## src/rtl/gnn_pkg.sv

```systemverilog
// Shared constants, types and helpers for the GNN result interface consumer.
package gnn_pkg;

  localparam int NUM_NODES = 4;
  localparam int NUM_OUTS  = 2;
  localparam int NUM_WORDS = NUM_NODES * NUM_OUTS;
  localparam int RES_W     = 21;
  localparam int IDX_W     = $clog2(NUM_WORDS);

  typedef logic signed [RES_W-1:0] res_t;

  typedef enum logic {
    IDLE,
    SEND
  } ser_state_e;

  // Flat word index of a node output: k = node*2 + out.
  function automatic logic [IDX_W-1:0] word_idx(input int node, input int out);
    return IDX_W'(node * NUM_OUTS + out);
  endfunction

endpackage

```

## src/rtl/gnn_sat_narrow.sv

```systemverilog
// Combinational signed RES_W -> OUT_W narrower with a clip indicator.
// GNN_SER_SAT_EN selects saturation; otherwise two's-complement wrap.
module gnn_sat_narrow #(
  parameter int RES_W = 21,
  parameter int OUT_W = 16
) (
  input  logic signed [RES_W-1:0] din,
  output logic signed [OUT_W-1:0] dout,
  output logic                    clip
);

  localparam logic [OUT_W-1:0] MIN_V = OUT_W'(1) << (OUT_W - 1);

  // The word fits iff every bit from the target sign bit upward agrees.
  logic [RES_W-OUT_W:0] upper;
  assign upper = din[RES_W-1:OUT_W-1];
  assign clip  = !((&upper) || (~|upper));

`ifdef GNN_SER_SAT_EN
  always_comb begin
    dout = din[OUT_W-1:0];
    if (clip) dout = din[RES_W-1] ? MIN_V : ~MIN_V;
  end
`else
  assign dout = din[OUT_W-1:0];
`endif

endmodule

```

## src/rtl/gnn_result_serializer.sv

```systemverilog
// Snapshots the eight GNN results on the rising edge of "all ready" and
// streams them over valid/ready. Optional saturation: GNN_SER_SAT_EN.
module gnn_result_serializer
  import gnn_pkg::ser_state_e, gnn_pkg::IDLE, gnn_pkg::SEND, gnn_pkg::word_idx,
         gnn_pkg::NUM_NODES, gnn_pkg::NUM_OUTS;
#(
  parameter int RES_W     = gnn_pkg::RES_W,
  parameter int OUT_W     = 16,
  parameter int NUM_WORDS = gnn_pkg::NUM_WORDS
) (
  input  logic                       clk,
  input  logic                       rst_n,
  input  logic [NUM_WORDS*RES_W-1:0] res_data,
  input  logic [NUM_WORDS-1:0]       res_ready,
  output logic                       m_valid,
  input  logic                       m_ready,
  output logic signed [OUT_W-1:0]    m_data,
  output logic [2:0]                 m_idx,
  output logic                       m_last,
  output logic                       busy,
  output logic                       overrun,
  input  logic                       clr_overrun
`ifdef GNN_SER_SAT_EN
  ,
  output logic                       sat_flag
`endif
);

  localparam logic [2:0] LAST_IDX = 3'(NUM_WORDS - 1);

  ser_state_e state_q, state_d;
  logic [2:0] idx_q, idx_d, idx_nxt;
  logic       all_rdy, all_rdy_q, cap_evt, fire;
  logic       load, advance;

  logic signed [RES_W-1:0] buffer [NUM_WORDS];
  logic signed [RES_W-1:0] nxt_word;
  logic signed [OUT_W-1:0] nxt_data;
  logic                    nxt_clip;

  assign all_rdy = &res_ready;
  assign cap_evt = all_rdy & ~all_rdy_q;
  assign fire    = m_valid & m_ready;
  assign idx_nxt = idx_q + 3'd1;

  assign m_valid = (state_q == SEND);
  assign busy    = (state_q == SEND);
  assign m_idx   = idx_q;

  // NOTE: next-state logic assigns every output a default first so no latch is inferred.
  always_comb begin
    state_d = state_q;
    idx_d   = idx_q;
    load    = 1'b0;
    advance = 1'b0;
    unique case (state_q)
      IDLE: begin
        if (cap_evt) begin
          load    = 1'b1;
          state_d = SEND;
          idx_d   = '0;
        end
      end
      SEND: begin
        if (fire) begin
          if (idx_q == LAST_IDX) begin
            state_d = IDLE;
            idx_d   = '0;
          end else begin
            advance = 1'b1;
            idx_d   = idx_nxt;
          end
        end
      end
      default: state_d = IDLE;
    endcase
  end

  // On capture the first word bypasses the buffer so it appears one cycle later.
  assign nxt_word = load ? res_data[RES_W-1:0] : buffer[idx_nxt];

  gnn_sat_narrow #(
    .RES_W (RES_W),
    .OUT_W (OUT_W)
  ) u_narrow (
    .din  (nxt_word),
    .dout (nxt_data),
    .clip (nxt_clip)
  );

  // NOTE: sequential state uses non-blocking assignments so all registers update together.
  always_ff @(posedge clk or negedge rst_n) begin
    if (!rst_n) begin
      state_q   <= IDLE;
      idx_q     <= '0;
      all_rdy_q <= 1'b0;
      m_last    <= 1'b0;
      m_data    <= '0;
      overrun   <= 1'b0;
    end else begin
      state_q   <= state_d;
      idx_q     <= idx_d;
      all_rdy_q <= all_rdy;
      m_last    <= (state_d == SEND) && (idx_d == LAST_IDX);
      if (load || advance) m_data <= nxt_data;
      // A new snapshot while streaming is dropped; set beats a same-cycle clear.
      if (cap_evt && (state_q == SEND)) overrun <= 1'b1;
      else if (clr_overrun)             overrun <= 1'b0;
    end
  end

  // NOTE: the snapshot buffer is small and has a defined reset value, so it is reset.
  always_ff @(posedge clk or negedge rst_n) begin
    if (!rst_n) begin
      for (int k = 0; k < NUM_WORDS; k++) buffer[k] <= '0;
    end else if (load) begin
      for (int n = 0; n < NUM_NODES; n++) begin
        for (int o = 0; o < NUM_OUTS; o++) begin
          buffer[int'(word_idx(n, o))] <= res_data[int'(word_idx(n, o))*RES_W +: RES_W];
        end
      end
    end
  end

`ifdef GNN_SER_SAT_EN
  logic m_clip_q;

  always_ff @(posedge clk or negedge rst_n) begin
    if (!rst_n) begin
      m_clip_q <= 1'b0;
      sat_flag <= 1'b0;
    end else begin
      if (load || advance) m_clip_q <= nxt_clip;
      if (fire && m_clip_q) sat_flag <= 1'b1;
      else if (clr_overrun) sat_flag <= 1'b0;
    end
  end
`else
  logic unused_clip;
  assign unused_clip = nxt_clip;
`endif

endmodule

```

## config.mk

```make
export PLATFORM = sky130hd
export DESIGN_NAME = gnn_result_serializer
export DESIGN_NICKNAME = d
export VERILOG_FILES = /design/src/rtl/gnn_pkg.sv /design/src/rtl/gnn_sat_narrow.sv /design/src/rtl/gnn_result_serializer.sv
export SDC_FILE = /design/constraint.sdc
export NUM_CORES = 1
export LEC_CHECK = 0
export CORE_MARGIN = 3
export CORE_UTILIZATION = 48
export DETAILED_ROUTE_END_ITERATION = 8
export PLACE_DENSITY = 0.81
export SYNTH_ARGS = -nofsm -noshare
export SYNTH_HDL_FRONTEND = slang
export SYNTH_SLANG_ARGS = --single-unit
```

## constraint.sdc

```tcl
create_clock -name clk -period 2.3 [get_ports clk]
set_input_delay 0.46 -clock clk [delete_from_list [all_inputs] [get_ports clk]]
set_output_delay 0.46 -clock clk [all_outputs]
set_load 0.1 [all_outputs]
```

==> report_table.html <==
<table>
<tr><th>Metric</th><th>Value</th></tr>
<tr><th colspan="2">Status</th></tr>
<tr><td>Status</td><td>complete, no violations</td></tr>
<tr><th colspan="2">Timing</th></tr>
<tr><td>Total count of max-transition violations in the final report</td><td>0</td></tr>
<tr><td>Slew at the pin with the worst max-slew slack</td><td>602 ps</td></tr>
<tr><td>Minimum period implied by the final worst setup slack</td><td>2020 ps</td></tr>
<tr><td>Peak Freq</td><td>494 MHz</td></tr>
<tr><td>Worst clock skew on the final layout</td><td>7.27 ps</td></tr>
<tr><td>RSZ-0062 raised after global routing</td><td>no</td></tr>
<tr><td>Final Cycle Share</td><td>88.0%</td></tr>
<tr><td>Final setup violation count</td><td>0</td></tr>
<tr><td>Hold Violations, Final</td><td>0</td></tr>
<tr><td>Slew Limit Headroom</td><td>59.9%</td></tr>
<tr><th colspan="2">Cells and area</th></tr>
<tr><td>Footprint of the multi-input gates</td><td>0.00280 mm2</td></tr>
<tr><td>Most common cell after layout, fill and taps aside</td><td>dfrtp_1</td></tr>
<tr><td>Post-route standard cell area excluding fillers</td><td>0.00925 mm2</td></tr>
<tr><td>Flip-flop and latch area</td><td>0.00378 mm2</td></tr>
<tr><td>Growth of design area from synthesis to finish</td><td>34.6%</td></tr>
<tr><td>Commonest non-fill, non-tap cells in the layout</td><td>148 x dfrtp_1, 138 x clkdlybuf4s50_1, 80 x mux2_1</td></tr>
<tr><td>Antenna diode count</td><td>0</td></tr>
<tr><td>Finished Layout Cells</td><td>816</td></tr>
<tr><td>Share of post-route cells with drive strength above 1</td><td>23.3%</td></tr>
<tr><td>Final nets</td><td>805</td></tr>
<tr><td>Utilization of the core after routing</td><td>66.4%</td></tr>
<tr><td>Filler Cell Count</td><td>995</td></tr>
<tr><th colspan="2">Die</th></tr>
<tr><td>Placeable Area</td><td>0.0139 mm2</td></tr>
<tr><td>Starting Density</td><td>49.3%</td></tr>
<tr><td>Number of placement rows</td><td>43</td></tr>
<tr><td>Vertical extent of the die</td><td>126 um</td></tr>
<tr><td>Die area</td><td>0.0158 mm2</td></tr>
<tr><td>Floorplan die width</td><td>126 um</td></tr>
<tr><td>Top-Level Pins</td><td>203</td></tr>
<tr><th colspan="2">Hold path</th></tr>
<tr><td>Hold/Removal Path Class</td><td>input pin to asynchronous set/reset pin</td></tr>
<tr><th colspan="2">Synthesis</th></tr>
<tr><td>Synthesized cell area</td><td>0.00687 mm2</td></tr>
<tr><td>Number of warnings reported in the yosys synthesis log</td><td>0</td></tr>
<tr><td>Number of flops mapped to enable cells by yosys</td><td>0</td></tr>
<tr><td>Count of mapped cells out of synthesis</td><td>459</td></tr>
<tr><td>Syn Nets</td><td>641</td></tr>
<tr><td>Most used DFF post-synth</td><td>dfrtp_1</td></tr>
<tr><td>Distinct cell type count of the synthesized netlist</td><td>32</td></tr>
<tr><td>Async set-or-reset flop fraction in the synthesized netlist</td><td>100%</td></tr>
<tr><td>Post-synthesis sequential element count</td><td>151</td></tr>
<tr><td>Sequential fraction of the synthesis area</td><td>55.0%</td></tr>
<tr><td>Mean Syn Cell Area</td><td>15.0 um2</td></tr>
<tr><th colspan="2">Setup path</th></tr>
<tr><td>Worst Path Required</td><td>2580 ps</td></tr>
<tr><td>Critical path type</td><td>flop to flop</td></tr>
<tr><td>Sort of element at the start of the critical path</td><td>flop</td></tr>
<tr><td>Crit. End Element</td><td>flop</td></tr>
<tr><td>Internal reg-to-reg setup slack</td><td>280 ps</td></tr>
<tr><td>Data arrival at the endpoint of the critical path</td><td>2310 ps</td></tr>
<tr><td>Critical Path Fanout Max</td><td>26</td></tr>
<tr><th colspan="2">Clocking</th></tr>
<tr><td>Post-cts resize count</td><td>0</td></tr>
<tr><td>CTS Buffer Depth</td><td>2</td></tr>
<tr><td>Later-pin clock latency in the skew report</td><td>420 ps</td></tr>
<tr><td>Clock transition at the registers of the reported paths</td><td>70 ps</td></tr>
<tr><td>Clk Tree Root Cell</td><td>clkbuf_16</td></tr>
<tr><td>Clock tree from TritonCTS</td><td>built</td></tr>
<tr><td>Count of clock tree sinks</td><td>151</td></tr>
<tr><td>Post-CTS repair timing setup buffer count</td><td>0</td></tr>
<tr><td>Number of clock buffers inserted by TritonCTS</td><td>17</td></tr>
<tr><td># hold bufs at CTS</td><td>0</td></tr>
<tr><td>Number of levels in the clock H-tree</td><td>4</td></tr>
<tr><th colspan="2">Pwr</th></tr>
<tr><td>Overall power</td><td>8.99 mW</td></tr>
<tr><td>IR drop worst, VDD</td><td>0.763 mV</td></tr>
<tr><td>Leak Pwr</td><td>4.26 nW</td></tr>
<tr><td>Total power divided by cell area</td><td>972 mW/mm2</td></tr>
<tr><th colspan="2">Global route</th></tr>
<tr><td>Vias in the first global route</td><td>5190</td></tr>
<tr><td>Total GRT Usage</td><td>21.6%</td></tr>
<tr><td>Number of antenna violations at the first check in global routing</td><td>1</td></tr>
<tr><td>Largest net degree at the start of global routing</td><td>73</td></tr>
<tr><td>Global-route wire length before repair</td><td>26.6 mm</td></tr>
<tr><td>Global-route congestion overflow total</td><td>0</td></tr>
<tr><th colspan="2">Drt</th></tr>
<tr><td>Violation count after the first detailed-routing iteration</td><td>326</td></tr>
<tr><td>Vias</td><td>4635</td></tr>
<tr><td>Average routed wire per standard cell</td><td>19.9 um</td></tr>
<tr><td>Number of remaining DRC errors</td><td>0</td></tr>
<tr><td>First-pass iteration count of the detailed router</td><td>4</td></tr>
<tr><td>Detailed Route WL</td><td>16.2 mm</td></tr>
<tr><td>Average via count per standard cell</td><td>5.68</td></tr>
<tr><td>Antenna-violating nets left</td><td>0</td></tr>
<tr><th colspan="2">Place</th></tr>
<tr><td>Instance area after placement</td><td>0.00871 mm2</td></tr>
<tr><td>Routability-driven placement congestion ratio</td><td>0.835</td></tr>
<tr><td># port buffers</td><td>162</td></tr>
<tr><td># placed instances</td><td>784</td></tr>
<tr><td>DP HPWL</td><td>11.6 mm</td></tr>
<tr><th colspan="2">Flow run</th></tr>
<tr><td>Max-cap viol count</td><td>0</td></tr>
</table>
routing by layer:
metal  wire length, um  global-route usage (%)  vias up
met1              6850                    28.2     2358
met5                13                       0        -
met2              7920                    35.1      172
li1                  -                       -     2074
met4               303                    7.14        2
met3              1160                    6.45       29
report_power, final:
group          switching, mW  internal [mW]
Sequential             0.174           2.97
Clock                   1.14           1.40
Combinational           1.91           1.40
sequential cells by signal, indices dropped and copies added, names as in the netlist:
| name | count |
|---|---|
| buffer | 128 |
| overrun | 1 |
| m_idx | 3 |
| m_last | 1 |
| busy | 1 |
| all_rdy_q | 1 |
| m_data | 16 |
layout make-up:
type	instances	area share, %
clock buffer	17	4.60
clock inverter	15	1.31
inverter	18	0.730
multi-input combinational	252	30.2
sequential	151	40.9
tap	180	2.43
timing repair buffer	183	19.8
final timing paths:
check                           cells after the start          to  startpoint
worst max-delay path                                6   m_data[2]    m_idx[0]
worst min-delay path                                1  buffer[34]       rst_n
worst max register to register                      6   m_data[2]    m_idx[0]
worst min register to register                      1   buffer[6]   buffer[6]
max in group asynchronous                           2  buffer[28]       rst_n
min in group clk                                    1   buffer[6]   buffer[6]
per-stage QoR:
step	setup slack [ps]	TNS [ps]	hold WS [ps]
floorplan	10.2	0	164
global placement	23.1	0	462
detailed placement	-27.5	-156	469
CTS	265	0	36.2
global route	186	0	51.9
finish	275	0	22.9
worst max-delay path, stage by stage (launching register included):
cell,delay (ps)
dfrtp_2,430
ha_1,220
ha_2,370
buf_12,210
mux4_2,370
mux2i_1,190
o211ai_1,100
cell usage after synthesis, types with 2 or more instances:
cell | count | area, um2
o311ai_0 | 16 | 140
nor4bb_1 | 2 | 20.0
nor2_1 | 4 | 15.0
dfrtp_1 | 151 | 3780
buf_2 | 8 | 40.0
mux2i_1 | 16 | 160
buf_4 | 4 | 30.0
a21oi_1 | 2 | 10.0
nand2_1 | 2 | 7.51
nand4_1 | 16 | 100
nand3_1 | 2 | 10.0
o211ai_1 | 16 | 120
mux4_2 | 32 | 721
mux2_1 | 80 | 901
ha_1 | 2 | 25.0
and4_1 | 2 | 17.5
o21ai_0 | 17 | 85.1
inv_1 | 18 | 67.6
clkbuf_1 | 16 | 60.1
mux2_2 | 32 | 360
nand4_2 | 2 | 25.0
buf_6 | 9 | 101
cells by family (layout without fill, tap and decap cells):
kind of cell	Yosys count	after routing	synth area share, %
adder cells (fa/ha/maj)	2	2	0.364
AND/OR/NAND/NOR	36	36	3.60
multiplexers	160	160	31.2
buffers and inverters	56	233	4.40
flip-flops	151	151	55.0
AO/OA/AOI/OAI	54	54	5.50
Note: power is estimated with default switching activity, not from simulation.
